<file path="src/rtl/wb_decode_bus.sv">
`default_nettype none
// ============================================================================
// Module   : wb_decode_bus
// Function : registered WISHBONE address decoder / response mux with an
//            optional bus watchdog enabled by the WB_BUS_TIMEOUT_EN macro
// Revision : 1.0
// ============================================================================
module wb_decode_bus #(
  parameter int                       NUM_SLAVES     = 9,
  parameter int                       AW             = 16,
  parameter int                       DW             = 8,
  parameter logic [NUM_SLAVES*AW-1:0] SLAVE_BASE     = '0,
  parameter logic [NUM_SLAVES*AW-1:0] SLAVE_MASK     = '0,
  parameter int                       TIMEOUT_CYCLES = 255,
  parameter bit                       UNMAPPED_ERR   = 1'b0
) (
  input  logic                     clk_i,
  input  logic                     rst_n_i,
  input  logic                     m_cyc_i,
  input  logic                     m_stb_i,
  input  logic                     m_we_i,
  input  logic [AW-1:0]            m_adr_i,
  input  logic [DW-1:0]            m_dat_i,
  output logic [DW-1:0]            m_dat_o,
  output logic                     m_ack_o,
  output logic                     m_err_o,
  output logic                     m_rty_o,
  output logic [NUM_SLAVES-1:0]    s_cyc_o,
  output logic [NUM_SLAVES-1:0]    s_stb_o,
  output logic                     s_we_o,
  output logic [AW-1:0]            s_adr_o,
  output logic [DW-1:0]            s_dat_o,
  input  logic [NUM_SLAVES*DW-1:0] s_dat_i,
  input  logic [NUM_SLAVES-1:0]    s_ack_i,
  input  logic [NUM_SLAVES-1:0]    s_err_i,
  input  logic [NUM_SLAVES-1:0]    s_rty_i,
  output logic [7:0]               timeout_cnt_o,
  output logic [4:0]               timeout_slave_o
);

  localparam logic [15:0] c_TO_LAST = 16'(TIMEOUT_CYCLES - 1);

  typedef enum logic [1:0] {
    ST_IDLE   = 2'd0,
    ST_ACTIVE = 2'd1,
    ST_RESP   = 2'd2
  } state_t;

  state_t                state_q, state_d;
  logic [NUM_SLAVES-1:0] sel_q, sel_d;
  logic [4:0]            sel_idx_q, sel_idx_d;
  logic [AW-1:0]         adr_q, adr_d;
  logic                  we_q, we_d;
  logic [DW-1:0]         wdat_q, wdat_d;
  logic [DW-1:0]         rdat_q, rdat_d;
  logic                  ack_q, ack_d;
  logic                  err_q, err_d;
  logic                  rty_q, rty_d;
  logic [15:0]           wd_q, wd_d;
  logic [7:0]            tcnt_q, tcnt_d;
  logic [4:0]            tslv_q, tslv_d;

  logic [NUM_SLAVES-1:0] w_hit;
  logic [NUM_SLAVES-1:0] w_sel_oh;
  logic [4:0]            w_sel_idx;
  logic [AW-1:0]         w_off_mask;
  logic [DW-1:0]         w_rsp_dat;
  logic                  w_ack, w_err, w_rty;
  logic                  w_wd_fire;

  generate
    for (genvar g = 0; g < NUM_SLAVES; g++) begin : g_dec
      assign w_hit[g] = ((m_adr_i & ~SLAVE_MASK[g*AW +: AW]) ==
                         (SLAVE_BASE[g*AW +: AW] & ~SLAVE_MASK[g*AW +: AW]));
    end
  endgenerate

  // Isolate the lowest set hit bit so overlapping windows resolve to the lowest index.
  assign w_sel_oh = w_hit & (~w_hit + NUM_SLAVES'(1));

  always_comb begin
    w_sel_idx  = '0;
    w_off_mask = '0;
    for (int i = 0; i < NUM_SLAVES; i++) begin
      if (w_sel_oh[i]) begin
        w_sel_idx  = 5'(i);
        w_off_mask = SLAVE_MASK[i*AW +: AW];
      end
    end
  end

  always_comb begin
    w_rsp_dat = '0;
    for (int i = 0; i < NUM_SLAVES; i++) begin
      if (sel_q[i]) begin
        w_rsp_dat = w_rsp_dat | s_dat_i[i*DW +: DW];
      end
    end
  end

  assign w_ack = |(s_ack_i & sel_q);
  assign w_err = |(s_err_i & sel_q);
  assign w_rty = |(s_rty_i & sel_q);

`ifdef WB_BUS_TIMEOUT_EN
  assign w_wd_fire = (state_q == ST_ACTIVE) && (wd_q == c_TO_LAST);
`else
  assign w_wd_fire = 1'b0;
`endif

  always_comb begin
    state_d   = state_q;
    sel_d     = sel_q;
    sel_idx_d = sel_idx_q;
    adr_d     = adr_q;
    we_d      = we_q;
    wdat_d    = wdat_q;
    rdat_d    = rdat_q;
    ack_d     = 1'b0;
    err_d     = 1'b0;
    rty_d     = 1'b0;
    wd_d      = wd_q;
    tcnt_d    = tcnt_q;
    tslv_d    = tslv_q;
    case (state_q)
      ST_IDLE: begin
        if (m_cyc_i && m_stb_i) begin
          if (|w_hit) begin
            state_d   = ST_ACTIVE;
            sel_d     = w_sel_oh;
            sel_idx_d = w_sel_idx;
            adr_d     = m_adr_i & w_off_mask;
            we_d      = m_we_i;
            wdat_d    = m_dat_i;
            wd_d      = '0;
          end else begin
            state_d = ST_RESP;
            rdat_d  = '1;
            if (UNMAPPED_ERR) err_d = 1'b1;
            else              ack_d = 1'b1;
          end
        end
      end
      ST_ACTIVE: begin
        if (!m_cyc_i) begin
          state_d = ST_IDLE;
        end else if (w_err || w_rty || w_ack) begin
          state_d = ST_RESP;
          rdat_d  = w_rsp_dat;
          if (w_err)      err_d = 1'b1;
          else if (w_rty) rty_d = 1'b1;
          else            ack_d = 1'b1;
        end else if (w_wd_fire) begin
          state_d = ST_RESP;
          err_d   = 1'b1;
          rdat_d  = '1;
          tslv_d  = sel_idx_q;
          if (tcnt_q != 8'hFF) tcnt_d = tcnt_q + 8'd1;
        end else if (wd_q != c_TO_LAST) begin
          wd_d = wd_q + 16'd1;
        end
      end
      ST_RESP: state_d = ST_IDLE;
      default: state_d = ST_IDLE;
    endcase
  end

  always_ff @(posedge clk_i) begin
    if (!rst_n_i) begin
      state_q   <= ST_IDLE;
      sel_q     <= '0;
      sel_idx_q <= '0;
      adr_q     <= '0;
      we_q      <= 1'b0;
      wdat_q    <= '0;
      rdat_q    <= '0;
      ack_q     <= 1'b0;
      err_q     <= 1'b0;
      rty_q     <= 1'b0;
      wd_q      <= '0;
      tcnt_q    <= '0;
      tslv_q    <= '0;
    end else begin
      state_q   <= state_d;
      sel_q     <= sel_d;
      sel_idx_q <= sel_idx_d;
      adr_q     <= adr_d;
      we_q      <= we_d;
      wdat_q    <= wdat_d;
      rdat_q    <= rdat_d;
      ack_q     <= ack_d;
      err_q     <= err_d;
      rty_q     <= rty_d;
      wd_q      <= wd_d;
      tcnt_q    <= tcnt_d;
      tslv_q    <= tslv_d;
    end
  end

  assign s_cyc_o         = (state_q == ST_ACTIVE) ? sel_q : '0;
  assign s_stb_o         = (state_q == ST_ACTIVE) ? sel_q : '0;
  assign s_we_o          = we_q;
  assign s_adr_o         = adr_q;
  assign s_dat_o         = wdat_q;
  assign m_dat_o         = rdat_q;
  assign m_ack_o         = ack_q;
  assign m_err_o         = err_q;
  assign m_rty_o         = rty_q;
  assign timeout_cnt_o   = tcnt_q;
  assign timeout_slave_o = tslv_q;

endmodule
`default_nettype wire
</file>
<file path="config.mk">
export PLATFORM = sky130hd
export DESIGN_NAME = wb_decode_bus
export DESIGN_NICKNAME = d
export VERILOG_FILES = /design/src/rtl/wb_decode_bus.sv
export SDC_FILE = /design/constraint.sdc
export NUM_CORES = 1
export LEC_CHECK = 0
export BUFFER_PORTS_ARGS = -buffer_cell sky130_fd_sc_hd__buf_2
export CORE_AREA = 4 4 73 75
export CTS_CLUSTER_DIAMETER = 100
export DETAILED_ROUTE_END_ITERATION = 8
export DIE_AREA = 0 0 77 79
export PLACE_DENSITY = 0.76
export SYNTH_ARGS = -nofsm -noshare
export SYNTH_HDL_FRONTEND = slang
export SYNTH_SLANG_ARGS = --single-unit
</file>
<file path="constraint.sdc">
create_clock -name clk_i -period 3 [get_ports clk_i]
set_input_delay 0.3 -clock clk_i [delete_from_list [all_inputs] [get_ports clk_i]]
set_output_delay 0.3 -clock clk_i [all_outputs]
set_load 0.02 [all_outputs]
</file>
==> results of run 1 <==
-- logic make-up (layout without fill, tap and decap cells) --
kind of cell           Yosys count  in the layout  share of synthesized area [%]
AO/OA/AOI/OAI                   23             23                          10.06
buffers and inverters           58             73                          27.30
flip-flops                      23             23                          32.20
multiplexers                     9              9                          6.299
other                            1             45                         0.2622
AND/OR/NAND/NOR                 49             49                          23.89
-- tightest hold or removal path, cell delays in order --
cell and delay, ps:
buf_2 90, nand2_1 50, mux2i_1 50
-- stage by stage --
stage          total power, uW  utilization (%)  setup WS (ps)  cells
2_1_floorplan            460.6                -           1576    207
3_3_place_gp             458.3            34.50           1512    272
3_5_place_dp             460.8            34.50           1466    272
4_1_cts                  655.9            35.46           1430    276
5_1_grt                  680.7            35.46           1312    276
6_report                 645.1            35.46           1473    276
-- cell type report --
type                            instances  area [um2]
Sequential cell                        23       460.4
Fill cell                             486        3008
Clock buffer                            4       45.04
Multi-Input combinational cell        126       744.5
Tap cell                               54       67.56
Timing Repair Buffer                   61       305.3
Inverter                                8       30.03
-- power breakdown --
| part | internal, uW | switching [uW] |
|---|---|---|
| combinational | 37.3 | 98.1 |
| clock | 94.6 | 96.0 |
| sequential | 314 | 4.70 |
-- metal layers --
| metal | track usage, % | up-vias | part of all wire (%) |
|---|---|---|---|
| li1 | - | 563 | - |
| met1 | 10.38 | 491 | 40 |
| met2 | 14.98 | 67 | 48 |
| met3 | 1.474 | 4 | 10 |
| met4 | 4.270 | 0 | 1.7 |
| met5 | 0 | - | 0 |
-- flip-flops by register name, indices dropped and copies added (netlist names) --
signal   count
m_dat_o      8
s_dat_o      8
state_q      2
m_ack_o      1
m_err_o      1
m_rty_o      1
s_we_o       1
sel_q        1
-- path summary, 6_finish.rpt --
path,from,end,slack (ps),cells past startpoint
setup / recovery,sel_q[0],s_stb_o[0],1470,3
hold / removal,m_dat_i[0],s_dat_o[0],280,3
setup reg to reg,sel_q[0],m_dat_o[5],1540,4
hold reg to reg,m_dat_o[6],m_dat_o[6],450,2
-- cells in the final DEF, fill, tap and decap left out --
cell       instances
and2_1             9
clkbuf_1           1
and3_1             1
dfxtp_1           23
o21ai_1            3
clkbuf_8           3
conb_1            45
mux2i_1            9
a21oi_1           10
o21ai_0            7
nor2_8             1
o2bb2ai_4          1
a211o_1            1
nand2_2            1
o21a_1             1
or2_0              1
nor2_1             3
nand4_1            1
or3_1              1
nand4_4            1
buf_2             61
and4b_1            2
nor4_4             4
nand3b_1           1
nand2_1           22
inv_1              8
or2_2              1
==> results.toml, run 1 <==
[outcome]
status = "complete, no violations"

[timing]
finClkSkew_ps = 2.570
max_slew.worst_pin.slew_ps = 511.5
hold_viol_final = 0
rsz0062_at_grt = "false"
finalCritPeriodShare_pct = 50.90
fin_crit_ps = 1527
fmax_mhz = 654.8
setup_violations = 0
drv_slew = 0
slew_headroom_pct = 65.90
tns_ps = 0
holdWs_ps = 279.5

[critical_path]
path_buf_inv = 1
cp-end-kind = "primary output"
cp_slowest_cell = "dfxtp_1"
crit_family = "flip-flops"
critPathMaxStageDelay_ps = 530
crit_type = "register to primary output"
path_max_fanout = 12
crit_required_ps = 2700
critical_path_arrival_ps = 1230
path_cells = "nand2_1 > nor2_1 > buf_2"
startpoint_type = "register"

[synth]
netlist_top_cells_area = "dfxtp_1, buf_4, mux2i_1"
synth-main-ff-cell = "dfxtp_1"
synth_most_common_cell = "buf_4"
synth_area_um2 = 1430
synth.avg_cell_area_um2 = 8.774
ys_types = 26
ys_warn_count = 0
netlist_instances = 163
async_flop_share_pct = 0
synth_seq_cells = 23
synth.top_cells.by_count = "buf_4, dfxtp_1, nand2_1, a21oi_1"
yosysSeqAreaShare_pct = 32.20
synth_area_leader_cell = "dfxtp_1"
synth_top_area_share_pct = 32.20
synth_edf_count = 0

[cts]
ctsHoldBuffers = 0
clkSinkCount = 23
post_cts_buffers = 0
clk_pin_slew_worst_paths_ps = 80
clock_path_buffers = 2
ctsResizeCount = 0
clk_latency_ps = 260
cts_root_buffer = "clkbuf_8"
h-tree-depth = 1
cts_tree = "built"
numCtsBuffers = 3

[grt]
grt_first_pass_wirelength_um = 4367
grt_max_degree = 33
grt_overflow = 0
grt_usage_pct = 8.657
grt_pass1_vias = 952
antenna_found_initial = 0

[routing]
wire_per_inst_um = 10.33
vias_per_cell = 4.076
drtAntennaViolNets = 0
first_pass_iters = 4
vias = 1125
totalWireLength_um = 2852
drcViolationCount = 0
drtIter0Drc = 65

[cells_and_area]
area_growth_pct = 15.57
fin_nets = 351
diodes = 0
fin_area_um2 = 1653
final_layout_size_suffix_gt1_share_pct = 32.88

[floorplan]
start_util_pct = 30.68
rows = 25
io_pins = 195
dieArea_um2 = 6083
die_x_um = 77
die_h_um = 79
core_um2 = 4661

[placement]
placed_area_um2 = 1608
globalplace.congestion = 0.7134
dpl.hpwl_um = 2320
portBuffers = 61

[pwr]
power_leakage_uw = 0.0008473
powerDensity_nw_per_um2 = 390.3
peakVddDrop_uv = 136.0

[worst_hold_path]
hp-class = "input pin to register"

[flow_run]
drv_cap = 0
No activity file was read; power rests on OpenSTA's default activity.
==> run 2: changes to the inputs <==
==> config.mk (replaced) <==
export PLATFORM = sky130hd
export DESIGN_NAME = wb_decode_bus
export DESIGN_NICKNAME = d
export VERILOG_FILES = /design/src/rtl/wb_decode_bus.sv
export SDC_FILE = /design/constraint.sdc
export NUM_CORES = 1
export LEC_CHECK = 0
export ABC_AREA = 1
export BUFFER_PORTS_ARGS = -buffer_cell sky130_fd_sc_hd__buf_2
export CORE_MARGIN = 4
export CORE_UTILIZATION = 29
export CTS_CLUSTER_DIAMETER = 100
export DETAILED_ROUTE_END_ITERATION = 8
export PLACE_DENSITY = 0.74
export SYNTH_ARGS = -nofsm -noshare
export SYNTH_HDL_FRONTEND = slang
export SYNTH_SLANG_ARGS = --single-unit
==> constraint.sdc (replaced) <==
create_clock -name clk_i -period 1.4 [get_ports clk_i]
set_input_delay 0.14 -clock clk_i [delete_from_list [all_inputs] [get_ports clk_i]]
set_output_delay 0.14 -clock clk_i [all_outputs]
set_load 0.02 [all_outputs]
==> run 2 against run 1 <==
  * Synthesized cell count rose by 28%
  * Sequential power grew 130%
  * Synthesized area rose by 3.6%
  * Flip-flop and latch count did not move
  * Final area rose by 6.7%
  * Via count increased by 14%
  * Critical path type unchanged
==> results.toml, run 2 <==
[cells_and_area]
fin_area_um2 = 1763
fin_cells = 337
final_cell_mix = "buf_2, conb_1, nand2_1"
layout_commonest_cell = "buf_2"
diodes = 0
area_growth_pct = 19.00
seq_area_um2 = 464.2
multi_input_area_um2 = 747.0
nFillCells = 526
final_layout_size_suffix_gt1_share_pct = 31.85
fin_nets = 399

[critical_path]
cp-end-kind = "primary output"
r2r-start = "sel_q[0]"
rr_endpoint = "m_dat_o[5]"
cp_slowest_cell = "dfxtp_4"
worstRegToRegCells = 8
path_max_fanout = 9
critPathMaxStageDelay_ps = 390
crit_required_ps = 1260
r2r_setup_slack_ps = 140
critical_path_arrival_ps = 1160
path_cells = "buf_6 > inv_1 > nor2_2 > buf_4"
crit_type = "register to primary output"
startpoint_type = "register"

[pwr]
power_leakage_uw = 0.0009868
peakVddDrop_uv = 666.6
finalPower_uw = 1700
powerDensity_nw_per_um2 = 964.1

[outcome]
status = "complete, no violations"

[synth]
synth_area_um2 = 1481
ys_types = 24
synth_compound_area_share_pct = 8.530
yosys.area_share.simple_pct = 30.15
yosysSeqAreaShare_pct = 31.08
ys_warn_count = 0
async_flop_share_pct = 0
synth_area_leader_cell = "dfxtp_1"
synth.avg_cell_area_um2 = 7.088
synth-adder-area-share_pct = 0
netlist_top_cells_area = "dfxtp_1, buf_4, nand2_1"
synth_edf_count = 0
synth-xor-area-share_pct = 0
netlist_instances = 209
synth.top_cells.by_count = "buf_4, nand2_1, nor2_1, dfxtp_1, a21oi_1"
synth-main-ff-cell = "dfxtp_1"
synth_most_common_cell = "buf_4"
synth_top_family_by_area = "simple AND/OR/NAND/NOR gates"
synth_mux_area_share_pct = 0
synth_top_area_share_pct = 31.08
synth_seq_cells = 23

[worst_hold_path]
holdPathStages = 2
hold_end = "m_rty_o"
worstHoldStart = "s_err_i[0]"
hp-class = "input pin to register"

[floorplan]
die_h_um = 79.47
rows = 25
start_util_pct = 30.55
die_x_um = 79.47
io_pins = 195
dieArea_um2 = 6315
core_um2 = 4848

[timing]
finClkSkew_ps = 1.029
finalCritPeriodShare_pct = 92.73
rsz0062_at_grt = "false"
hold_viol_final = 0
drv_slew = 0
fin_crit_ps = 1298
tns_ps = 0
setup_violations = 0
fmax_mhz = 770.3
holdWs_ps = 60.56

[cts]
numCtsBuffers = 3
cts_tree = "built"
post_cts_buffers = 0
clk_pin_slew_worst_paths_ps = 80
clock_path_buffers = 2
clk_latency_ps = 260
cts_root_buffer = "clkbuf_8"
clkSinkCount = 23
h-tree-depth = 1

[grt]
grt_use_met1_pct = 11.10
grt_max_degree = 21
grt_overflow = 0
gr-usage-met2_pct = 17.53
grt_pass1_vias = 1186
grt_use_met3_pct = 3.386
grt_usage_pct = 9.632
grt_first_pass_wirelength_um = 5016
busiest_layer = "met2"
antenna_found_initial = 0

[placement]
globalplace.congestion = 0.7213
dpl.hpwl_um = 2488
portBuffers = 61
placed_area_um2 = 1699
place_inst = 333

[routing]
first_pass_iters = 4
vias = 1288
drcViolationCount = 0
wire_per_inst_um = 9.501
drtAntennaViolNets = 0
vias_per_cell = 3.822
drtIter0Drc = 45
totalWireLength_um = 3202

[flow_run]
drv_cap = 0
## run 2: cell types whose count changed after synthesis, sizes merged, moves of 6 or more
cell   previous run  this run
mux2i             9         0
nand2            23        42
and2              9         0
a21oi            10        20
o21ai            10         0
nand3             0        12
inv               8        14
nor2              4        41
## run 2: worst max path at each step
| stage | from | to | slack (ps) |
|---|---|---|---|
| 2_1_floorplan | sel_q[0] | m_dat_o[6] | 140 |
| 3_3_place_gp | sel_q[0] | m_dat_o[5] | 90 |
| 3_5_place_dp | sel_q[0] | m_dat_o[5] | 40 |
| 4_1_cts | sel_q[0] | s_cyc_o[0] | 30 |
| 5_1_grt | sel_q[0] | m_dat_o[2] | 30 |
| 6_report | sel_q[0] | s_cyc_o[0] | 100 |
## run 2: cell type report
class	instances	area share, %
multi-input cells	164	42.37
flip-flops and latches	23	26.33
repair buffers	65	20.94
well taps	67	4.755
inverters	14	2.981
clock buffers	3	2.342
clock inverters	1	0.2839
## run 2: per-stage QoR
stage / worst slack, ps / utilization, %
floorplan: 140.2 / -
global placement: 85.60 / 35.05
detailed placement: 42.88 / 35.05
CTS: 33.41 / 36.18
global route: 26.35 / 36.36
finish: 101.8 / 36.36
## run 2: layer usage
layer / part of all wire (%) / wire (um)
met5: 0 / 0
met1: 42 / 1338
met2: 48 / 1524
met4: 0 / 0
met3: 11 / 339
## run 2: report_power, final
part           leakage (uW)  switching, uW  internal, uW
Sequential         0.000189           33.3           710
Clock             0.0000255            218           199
Combinational      0.000773            353           187
Total              0.000987            604          1100
## run 2: timing repair
action / 4_1_cts / 5_1_grt
gates resized for setup: 4 / 3
hold endpoints to repair: 0 / 0
hold buffers: 0 / 0
gates cloned: 0 / 0
setup endpoints to repair: 2 / 2
## run 2: cells by family (layout without fill, tap and decap cells)
logic type | count (synthesis) | in the layout
AOI/OAI and AO/OA | 21 | 21
buffers and inverters | 66 | 83
DFF | 23 | 23
and+or+nand+nor | 98 | 98
other | 1 | 45
## run 2: critical path, delay by kind of cell, from the launching register on
kind	cells	cell delay, ps
DFF	1	390
buffers and inverters	3	370
and+or+nand+nor	1	140
==> run 3: changes to the inputs <==
--- a/config.mk
+++ b/config.mk
@@ -12,6 +12,8 @@
 export CTS_CLUSTER_DIAMETER = 100
 export DETAILED_ROUTE_END_ITERATION = 8
 export PLACE_DENSITY = 0.74
+export SETUP_SLACK_MARGIN = 0.2
+export SLEW_MARGIN = 15
 export SYNTH_ARGS = -nofsm -noshare
 export SYNTH_HDL_FRONTEND = slang
 export SYNTH_SLANG_ARGS = --single-unit
==> run 3 against run 2 <==
  * Maximum frequency increased by 3.3%
  * Register-to-register slack about the same
  * Critical path depth increased by 1
  * Worst hold slack improved by 5.1 ps
  * Non-clock buffer count increased by 5
  * Setup slack improved by 41 ps
  * Sequential power about the same
  * Clock-buffer cell count unchanged
  * Global-route usage increased by 0.52 points
  * Via count increased by 5.9%
  * Critical path type unchanged
  * Largest power group unchanged
==> results.toml, run 3 (same netlist as run 2, synthesis figures left out) <==
[cts]
clk_pin_slew_worst_paths_ps = 90
h-tree-depth = 1
numCtsBuffers = 3
cts_root_buffer = "clkbuf_8"
clock_path_buffers = 2
clk_latency_ps = 260
clkSinkCount = 23
cts_tree = "built"

[worst_hold_path]
holdPathStages = 2
worstHoldStart = "s_err_i[0]"
hold_end = "m_rty_o"
hp-class = "input pin to register"

[critical_path]
critPathMaxStageDelay_ps = 350
crit_required_ps = 1260
worstRegToRegCells = 8
r2r-start = "sel_q[0]"
cp-end-kind = "primary output"
cp_slowest_cell = "dfxtp_2"
path_common_cell = "buf_6"
r2r_setup_slack_ps = 150
crit_type = "register to primary output"
rr_endpoint = "m_dat_o[3]"
critical_path_arrival_ps = 1120
path_cells = "inv_2 > nand2_2 > buf_6 > nor2_4 > buf_6"
path_max_fanout = 2
startpoint_type = "register"

[routing]
vias_per_cell = 3.965
vias = 1364
totalWireLength_um = 3586
drtAntennaViolNets = 0
drcViolationCount = 0
first_pass_iters = 3
drtIter0Drc = 23
wire_per_inst_um = 10.42

[timing]
setup_violations = 0
rsz0062_at_grt = "true"
finClkSkew_ps = 3.735
tns_ps = 0
fmax_mhz = 795.5
hold_viol_final = 0
finalCritPeriodShare_pct = 89.80
fin_crit_ps = 1257
drv_slew = 0

[floorplan]
die_h_um = 79.47
start_util_pct = 30.55
core_um2 = 4848
dieArea_um2 = 6315
io_pins = 195
rows = 25
die_x_um = 79.47

[grt]
antenna_found_initial = 0
grt_pass1_vias = 1193
grt_max_degree = 21
grt_first_pass_wirelength_um = 5175
grt_overflow = 0
grt_usage_pct = 10.15

[cells_and_area]
area_growth_pct = 26.60
nFillCells = 542
layout_commonest_cell = "buf_2"
fin_nets = 406
fin_util_pct = 38.68
final_layout_size_suffix_gt1_share_pct = 35.74
diodes = 0
final_cell_mix = "buf_2, conb_1, nand2_1"

[outcome]
status = "complete, no violations"

[placement]
portBuffers = 61
dpl.hpwl_um = 2582
globalplace.congestion = 0.7552

[flow_run]
drv_cap = 0

[pwr]
power_leakage_uw = 0.001024
powerDensity_nw_per_um2 = 937.1
peakVddDrop_uv = 356.3
-- run 3: layout make-up --
type	count	area (um2)	share of cell area, %
clock buffers	3	41.29	2.201
clock inverters	1	5.005	0.2668
inverters	14	52.55	2.802
multi-input cells	166	808.3	43.10
flip-flops and latches	23	466.7	24.88
well taps	67	83.83	4.470
repair buffers	70	417.9	22.28
-- run 3: worst max-delay path by stage --
stage                      startpoint          to  slack, ps  depth (start not counted)
after floorplan              sel_q[0]  m_dat_o[6]        150                          9
after global placement       sel_q[0]  m_dat_o[3]        120                          8
after detailed placement  m_adr_i[15]  s_dat_o[0]         80                          7
after CTS                    sel_q[0]  m_dat_o[5]        130                          8
after global routing         sel_q[0]  m_dat_o[3]         40                          8
final                      state_q[1]  s_stb_o[0]        140                          5
-- run 3: layer usage --
metal	wire length (um)	vias to the layer above	track usage, %
met3	423	5	2.596
met5	0	-	0
li1	-	698	-
met2	1524	72	17.28
met4	61	0	4.639
met1	1576	589	11.84
-- run 3: through the flow --
| stage | instance area, um2 | hold WS (ps) | cells | power, uW | setup WS [ps] |
|---|---|---|---|---|---|
| 6_report | 1876 | 65.65 | 344 | 1758 | 142.9 |
| 5_1_grt | 1876 | 62.59 | 344 | 1884 | 38.71 |
| 4_1_cts | 1812 | 54.10 | 340 | 1755 | 133.9 |
| 3_5_place_dp | 1705 | 337.0 | 333 | 1307 | 82.46 |
| 3_3_place_gp | 1705 | 328.7 | 333 | 1298 | 117.5 |
| 2_1_floorplan | 1653 | 219.2 | 253 | 1236 | 145.7 |
-- run 3: critical path: cells and delay by family, from the launching register on --
family,cells,cell delay [ps]
simple gates,2,190
buf+inv,3,310
flops,1,350
-- run 3: power breakdown --
group	total (uW)	internal (uW)	switching, uW
combinational	593	214	379
sequential	746	712	34.2
clock	419	199	220
total	1760	1120	633
-- run 3: repair_timing --
| item | 4_1_cts | 5_1_grt |
|---|---|---|
| pin swaps | 1 | 4 |
| cloned | 0 | 2 |
| gates resized for setup | 13 | 4 |
| setup buffers | 3 | 2 |
| hold buffers | 0 | 0 |
| setup endpoints to repair | 11 | 21 |
